==> src/rtl/mul_float_arbiter.sv <==
// Round-robin arbiter sharing one ap_ctrl_hs float multiplier; MUL_FLOAT_ARBITER_STATS_EN adds op/busy counters.
// Latency: req_ready -> core_ap_start +1 cycle, core_ap_done -> rsp_valid +1 cycle.
// Backpressure: one transaction in flight; result held in RESP until rsp_ready, no grants meanwhile.
module mul_float_arbiter #(
    parameter int NREQ   = 2,
    parameter int DATA_W = 32
) (
    input  logic                      clock,
    input  logic                      reset,
    input  logic [NREQ-1:0]           req_valid,
    output logic [NREQ-1:0]           req_ready,
    input  logic [NREQ*DATA_W-1:0]    req_a,
    input  logic [NREQ*DATA_W-1:0]    req_b,
    output logic                      rsp_valid,
    input  logic                      rsp_ready,
    output logic [DATA_W-1:0]         rsp_data,
    output logic [$clog2(NREQ)-1:0]   rsp_id,
    output logic                      core_ap_start,
    input  logic                      core_ap_ready,
    input  logic                      core_ap_done,
    output logic [DATA_W-1:0]         core_a,
    output logic [DATA_W-1:0]         core_b,
    input  logic [DATA_W-1:0]         core_ap_return
`ifdef MUL_FLOAT_ARBITER_STATS_EN
    ,
    output logic [31:0]               stat_ops,
    output logic [31:0]               stat_busy
`endif
);
    localparam int ID_W = $clog2(NREQ);
    localparam logic [ID_W-1:0] LAST_ID = ID_W'(NREQ - 1);

    typedef enum logic [1:0] {S_IDLE, S_START, S_WAIT_DONE, S_RESP} state_t;

    state_t            r_state;
    state_t            w_state_nxt;
    logic [ID_W-1:0]   r_rr_ptr;
    logic [ID_W-1:0]   r_id;
    logic [ID_W-1:0]   w_grant;
    logic              w_any;
    logic              w_capture;
    int                w_idx;
    logic [DATA_W-1:0] r_a;
    logic [DATA_W-1:0] r_b;
    logic [DATA_W-1:0] r_data;

    // Scan from the highest offset down so the requester nearest rr_ptr wins.
    always_comb begin
        w_any   = 1'b0;
        w_grant = '0;
        w_idx   = 0;
        for (int k = NREQ - 1; k >= 0; k--) begin
            w_idx = int'(r_rr_ptr) + k;
            if (w_idx >= NREQ) begin
                w_idx = w_idx - NREQ;
            end
            if (req_valid[w_idx]) begin
                w_any   = 1'b1;
                w_grant = ID_W'(w_idx);
            end
        end
    end

    always_ff @(posedge clock) begin
        if (reset) begin
            r_state <= S_IDLE;
        end else begin
            r_state <= w_state_nxt;
        end
    end

    always_comb begin
        w_state_nxt = r_state;
        case (r_state)
            S_IDLE:      if (w_any) w_state_nxt = S_START;
            S_START:     if (core_ap_ready) w_state_nxt = core_ap_done ? S_RESP : S_WAIT_DONE;
            S_WAIT_DONE: if (core_ap_done) w_state_nxt = S_RESP;
            S_RESP:      if (rsp_ready) w_state_nxt = S_IDLE;
            default:     w_state_nxt = S_IDLE;
        endcase
    end

    // Handshake outputs are forced low while reset is sampled high.
    always_comb begin
        req_ready     = '0;
        core_ap_start = 1'b0;
        rsp_valid     = 1'b0;
        if (!reset) begin
            case (r_state)
                S_IDLE:  if (w_any) req_ready[w_grant] = 1'b1;
                S_START: core_ap_start = 1'b1;
                S_RESP:  rsp_valid = 1'b1;
                default: ;
            endcase
        end
    end

    assign w_capture = ((r_state == S_START) && core_ap_ready && core_ap_done) ||
                       ((r_state == S_WAIT_DONE) && core_ap_done);

    always_ff @(posedge clock) begin
        if (reset) begin
            r_rr_ptr <= '0;
            r_id     <= '0;
            r_a      <= '0;
            r_b      <= '0;
            r_data   <= '0;
        end else begin
            if ((r_state == S_IDLE) && w_any) begin
                r_a      <= req_a[int'(w_grant)*DATA_W +: DATA_W];
                r_b      <= req_b[int'(w_grant)*DATA_W +: DATA_W];
                r_id     <= w_grant;
                r_rr_ptr <= (w_grant == LAST_ID) ? '0 : w_grant + 1'b1;
            end
            if (w_capture) begin
                r_data <= core_ap_return;
            end
        end
    end

    assign core_a   = reset ? '0 : r_a;
    assign core_b   = reset ? '0 : r_b;
    assign rsp_data = reset ? '0 : r_data;
    assign rsp_id   = reset ? '0 : r_id;

`ifdef MUL_FLOAT_ARBITER_STATS_EN
    logic [31:0] r_stat_ops;
    logic [31:0] r_stat_busy;

    always_ff @(posedge clock) begin
        if (reset) begin
            r_stat_ops  <= '0;
            r_stat_busy <= '0;
        end else begin
            if ((r_state == S_RESP) && rsp_ready && (r_stat_ops != 32'hFFFF_FFFF)) begin
                r_stat_ops <= r_stat_ops + 32'd1;
            end
            if ((r_state != S_IDLE) && (r_stat_busy != 32'hFFFF_FFFF)) begin
                r_stat_busy <= r_stat_busy + 32'd1;
            end
        end
    end

    assign stat_ops  = reset ? '0 : r_stat_ops;
    assign stat_busy = reset ? '0 : r_stat_busy;
`endif

endmodule

==> config.mk <==
export PLATFORM = sky130hd
export DESIGN_NAME = mul_float_arbiter
export DESIGN_NICKNAME = d
export VERILOG_FILES = /design/src/rtl/mul_float_arbiter.sv
export SDC_FILE = /design/constraint.sdc
export NUM_CORES = 1
export LEC_CHECK = 0
export ABC_AREA = 1
export CORE_ASPECT_RATIO = 2
export CORE_UTILIZATION = 25
export CTS_BUF_LIST = sky130_fd_sc_hd__clkbuf_4 sky130_fd_sc_hd__clkbuf_8 sky130_fd_sc_hd__clkbuf_16
export DETAILED_ROUTE_END_ITERATION = 7
export PLACE_DENSITY_LB_ADDON = 0.25
export SYNTH_ARGS = -nofsm -noshare
export SYNTH_HDL_FRONTEND = slang
export SYNTH_SLANG_ARGS = --single-unit
==> constraint.sdc <==
create_clock -name clock -period 3.4 [get_ports clock]
set_input_delay 0.51 -clock clock [delete_from_list [all_inputs] [get_ports clock]]
set_output_delay 0.51 -clock clock [all_outputs]
set_load 0.005 [all_outputs]
==> metrics.txt, run 1 <==
f_max=0.363 GHz; DR pass1 iterations=4; startpoint types=input pin; leading area contributor after synthesis=dfxtp_1; Total Neg Setup Slack=0 ns; CP endpoint kind=output pin; post-route ant nets=0; Routed wire per std cell=14.7 um; RSZ-0062 raised after global routing=false; HP Class=reg2reg; clk root buf=clkbuf_16; vias per cell=4.45; r2r startpoint=r_state[0]$_SDFFE_PP0P_; Port Buffers=267; total congestion overflow=0; ys flop type=dfxtp_1; Async S/R FF share, synth=0%; Setup Buffers After CTS=0; area grow syn2layout=66.9%; Die Y=198 um; # fillers=2,007; share of cells above drive strength 1=3.84%; worst path setup slack after routing=0.641 ns; PD cells=562 nW/um^2; Core ar.=18,800 um^2; post-CTS sizing=0; total I/O pin count=268; # hold bufs at CTS=0; WS Path Type=in2out; first-pass GRT wire length=27,300 um; Initial Util=25.6%; hold path depth=2; Multi-input gate area=2150 um^2; Place WS=0.630 ns; reg-to-reg endpoint=r_b[8]$_SDFFE_PP0P_; launch point of the worst path=req_valid[0]; Slew Viols, Final=0; largest net degree at the start of global routing=68; DRC errors left=0; Max VDD drop=0.303 mV; clock buffer count from CTS=9; clock slew at reported path FFs=0.07 ns; sequential element share of the synthesized area=41.6%; Worst R2R Path Depth=8; Synth Register Bits=100; # rows=71; top cell type's share of synthesized area=41.6%; clk_skew=0.00975 ns; Vias=5,430; Post-synth EDFFs=0; Nets=1,131; Die Footprint=19,900 um^2; reg-to-reg setup timing slack=1.42 ns; DP Area=7700 um^2; die width=100 um; status=finished, final reports clean; crit path to=req_ready[0]; FF/Latch Area=2000 um^2; Max-Cap Viols=0; finished layout cell area=8040 um^2; Post-Synthesis Cells=723; H-tree depth=3; Clock Tree Buf Depth=2; initial antenna violation count=1; vias in the first global route=5,307; CP Data Required Time=2.89 ns; Pwr Total=4520 uW; Post-DP HPWL=12,700 um; Synth Warn #=0; WL final=17,900 um; Worst-Margin Slew=0.654 ns; Final setup viols=0; leakage power=0.00309 uW; crit share post-route=81.1%; DR iter-0 viols=121; crit path max fanout=18; # clock sinks=100; Skew-Pair Late Insertion Delay=0.35 ns; Final Wtd Congestion=0.785; Post-synth top cells=inv_1, nor2_1, dfxtp_1, nand2_1, nand3_1; syn_nets=895; Final min period=2.76 ns; GR Util All Layers=17.9%; Slew headroom=56.4%; Mapped Area=4820 um^2; synth unique cells=20; top area cells in the synthesized netlist=dfxtp_1, inv_1, nor2_1; syn avg cell area=6.66 um^2; crit path DAT=2.25 ns; final hold vios=0; CTS tree=built
## sequential cells by signal, indices dropped and copies added (netlist names)
signal    cells
r_a          32
r_b          32
r_data       32
r_state       2
r_id          1
r_rr_ptr      1
## per-layer routing
metal  vias up  wire, um  global-route usage [%]  part of all wire [%]
met4         0       449                    7.78                   2.5
met1      2442      6730                    18.0                    38
li1       2800         -                       -                     -
met5         -         0                       0                     0
met3        21       927                    4.02                   5.2
met2       167      9820                    34.4                    55
## area by class of cell
class	count	share of cell area, %
clock buffers	9	2.80
well taps	255	3.97
repair buffers	282	34.9
flip-flops and latches	100	24.9
diodes	2	0.0623
clock inverters	6	1.39
multi-input cells	456	26.8
inverters	110	5.14
## power breakdown
| group | leakage (uW) | internal (uW) | switching (uW) |
|---|---|---|---|
| Clock | 0.000162 | 717 | 465 |
| Combinational | 0.00211 | 798 | 931 |
| Sequential | 0.000822 | 1520 | 88.9 |
| Total | 0.00309 | 3030 | 1480 |
## worst max-delay path: stages
cell             delay (ns)
clkdlybuf4s50_1        0.54
nand2_1                0.10
nand2_2                0.11
buf_4                  0.26
nand3_1                0.13
inv_1                  0.07
clkdlybuf4s50_1        0.53
## logic make-up after synthesis
logic type                 count (synthesis)  share of synthesized area, %
buffers and inverters                    167                          14.0
AOI/OAI and AO/OA                        155                          16.3
adders and majority gates                  5                          1.30
and+or+nand+nor                          296                          26.9
DFF                                      100                          41.6
## cells in the final DEF (no fill, tap or decap), types with 5 or more instances in the layout
cell type        count
o21ai_0             54
clkbuf_16            9
ha_1                 5
buf_4               14
nand2_1             80
nor2_1             107
nand4_1             35
nand3_1             71
dfxtp_1            100
clkdlybuf4s50_1    266
o21ai_1             37
a21oi_1             61
inv_1              108
## per-stage QoR
stage	std cells	utilization (%)	hold slack, ns
3_5_place_dp	1203	40.9	0.448
2_1_floorplan	723	-	0.430
3_3_place_gp	1203	40.9	0.441
6_report	1220	42.7	0.454
5_1_grt	1219	42.7	0.473
4_1_cts	1218	42.7	0.458
## worst min path at each step
| stage | startpoint | endpoint |
|---|---|---|
| after global placement | r_data[20]$_SDFFE_PP0P_ | r_data[20]$_SDFFE_PP0P_ |
| after global routing | r_data[7]$_SDFFE_PP0P_ | r_data[7]$_SDFFE_PP0P_ |
| after floorplan | r_data[0]$_SDFFE_PP0P_ | r_data[0]$_SDFFE_PP0P_ |
| final | r_data[0]$_SDFFE_PP0P_ | r_data[0]$_SDFFE_PP0P_ |
| after CTS | r_data[17]$_SDFFE_PP0P_ | r_data[17]$_SDFFE_PP0P_ |
| after detailed placement | r_data[0]$_SDFFE_PP0P_ | r_data[0]$_SDFFE_PP0P_ |
Note: power is estimated with default switching activity, not from simulation.
==> run 2, diff against run 1 <==
Clock period 3.4 ns to 2.47 ns, I/O delays scaled along.
==> run 2 against run 1 <==
Against the previous run:
- via count is 0.31% higher
- first-iteration DRC count is 23% higher
- die area unchanged
- critical path depth stayed put
- clock-buffer cell count is the same
==> metrics.txt, run 2 (same netlist as run 1, synthesis figures left out) <==
status=finished, final reports clean; Largest stage delay, worst path=0.49 ns (-0.05 ns); H-tree depth=3 (unchanged); Worst R2R Path Depth=8 (unchanged); Port Buffers=267 (unchanged); Place WS=0.177 ns (-0.453 ns); clock slew at reported path FFs=0.07 ns (about the same); FF/Latch Area=2000 um^2 (unchanged); crit share post-route=94.2%; Max VDD drop=0.629 mV (+110%); grt met3 use=3.57% (-0.46 points); clk root buf=clkbuf_16; DRC errors left=0 (unchanged); M1 GR Usage=18.2% (+0.21 points); Multi-input gate area=2160 um^2 (+0.12%); share of cells above drive strength 1=4.15% (+0.30 points); WL final=17,800 um (-0.84%); clk_skew=0.00502 ns (-0.00473 ns); met2 global-route usage=33.3% (-1.1 points); Nets=1,132 (+0.088%); clock buffer count from CTS=9 (unchanged); CP Cell Sequence=inv_1, ha_2, o21ai_4, nor2_4, nand2_1, inv_1, clkdlybuf4s50_1; PD cells=758 nW/um^2 (+35%); Slew headroom=62.8% (+6.5 points); Core ar.=18,800 um^2 (unchanged); largest net degree at the start of global routing=103 (+51%); post-route ant nets=0 (unchanged); Worst-Margin Slew=0.558 ns (-0.0968 ns); DR iter-0 viols=149 (+23%); commonest non-fill, non-tap cell in the layout=clkdlybuf4s50_1; initial antenna violation count=1 (unchanged); GR Util All Layers=17.8% (-0.099 points); Max-Cap Viols=0 (unchanged); die width=100 um (unchanged); CTS tree=built; Die Y=198 um (unchanged); # fillers=1,976 (-1.5%); crit path max fanout=5 (-13); Post-DP HPWL=12,500 um (-0.91%); biggest regs=r_a (32), r_b (32), r_data (32); leakage power=0.00310 uW (+0.26%); CP Data Required Time=2.10 ns (-0.79 ns); total I/O pin count=268 (unchanged); Routed wire per std cell=14.5 um (-1.0%); Initial Util=25.6% (unchanged); GRT Max-Usage Layer=met2; startpoint types=flop; WS Path Type=reg2out; Total Neg Setup Slack=0 ns (unchanged); hold path depth=2 (unchanged); Clock Tree Buf Depth=2 (unchanged); worst path setup slack after routing=0.142 ns (-0.499 ns); Final Wtd Congestion=0.792 (+0.90%); RSZ-0062 raised after global routing=false; HP Class=reg2reg; vias per cell=4.46 (+0.15%); # hold bufs at CTS=0 (unchanged); # rows=71 (unchanged); DR pass1 iterations=4 (unchanged); # clock sinks=100 (unchanged); first-pass GRT wire length=27,100 um (-0.58%); crit path DAT=1.96 ns (-0.29 ns); DP Area=7750 um^2 (+0.75%); Slew Viols, Final=0 (unchanged); Final setup viols=0 (unchanged); final hold vios=0 (unchanged); Vias=5,447 (+0.31%); f_max=0.430 GHz; Setup Buffers After CTS=0 (unchanged); vias in the first global route=5,222 (-1.6%); Most Frequent Cell on Critical Path=inv_1; area grow syn2layout=67.4%; Final min period=2.33 ns; Skew-Pair Late Insertion Delay=0.35 ns (about the same); finished layout cell area=8060 um^2 (+0.31%); Die Footprint=19,900 um^2 (unchanged); CP endpoint kind=output pin; most frequent cells in the layout=clkdlybuf4s50_1, inv_1, nor2_1; post-CTS sizing=0 (unchanged); Max stage delay cell, worst path=clkdlybuf4s50_1; total congestion overflow=0 (unchanged)
run 2: cell count changes in the layout (fill, tap and decap cells not counted), sizes merged:
cell	change
bufinv	-2
clkinv	+3
buf	+1
run 2: final cells by class:
| type | instances | share of cell area [%] |
|---|---|---|
| multi-input combinational | 456 | 26.8 |
| sequential | 100 | 24.8 |
| clock buffer | 9 | 2.79 |
| antenna | 2 | 0.0621 |
| clock inverter | 7 | 0.947 |
| inverter | 110 | 5.12 |
| tap | 255 | 3.96 |
| timing repair buffer | 283 | 35.5 |
run 2: worst paths after layout:
kind                           startpoint                      end  slack [ns]
hold / removal    r_data[28]$_SDFFE_PP0P_  r_data[28]$_SDFFE_PP0P_        0.45
hold reg to reg   r_data[28]$_SDFFE_PP0P_  r_data[28]$_SDFFE_PP0P_        0.45
setup / recovery  r_state[0]$_SDFFE_PP0P_             req_ready[1]        0.14
setup reg to reg  r_state[0]$_SDFFE_PP0P_      r_b[9]$_SDFFE_PP0P_        0.77
run 2: metal layers:
layer	wire (um)	share of wire [%]
met3	921	5.2
met4	648	3.6
met5	0	0
met1	6570	37
met2	9640	54
run 2: worst max-delay path, delay by kind of cell, from the launching register on:
family / cells / cell delay (ns)
flops: 1 / 0.36
fa+ha+maj: 1 / 0.25
buf+inv: 3 / 0.72
simple gates: 2 / 0.19
compound gates: 1 / 0.08
run 2: through the flow:
stage          util (%)  std cells  hold slack (ns)  power [uW]
2_1_floorplan         -        723            0.430        3520
3_3_place_gp       41.2       1204            0.439        4690
3_5_place_dp       41.2       1204            0.445        4720
4_1_cts            42.8       1220            0.456        6220
5_1_grt            42.8       1221            0.472        6590
6_report           42.8       1222            0.453        6110
run 2: where the power goes:
group / switching (uW) / leakage [uW] / internal, uW
Sequential: 124 / 0.000822 / 2090
Combinational: 1300 / 0.00213 / 1150
Clock: 661 / 0.000147 / 793
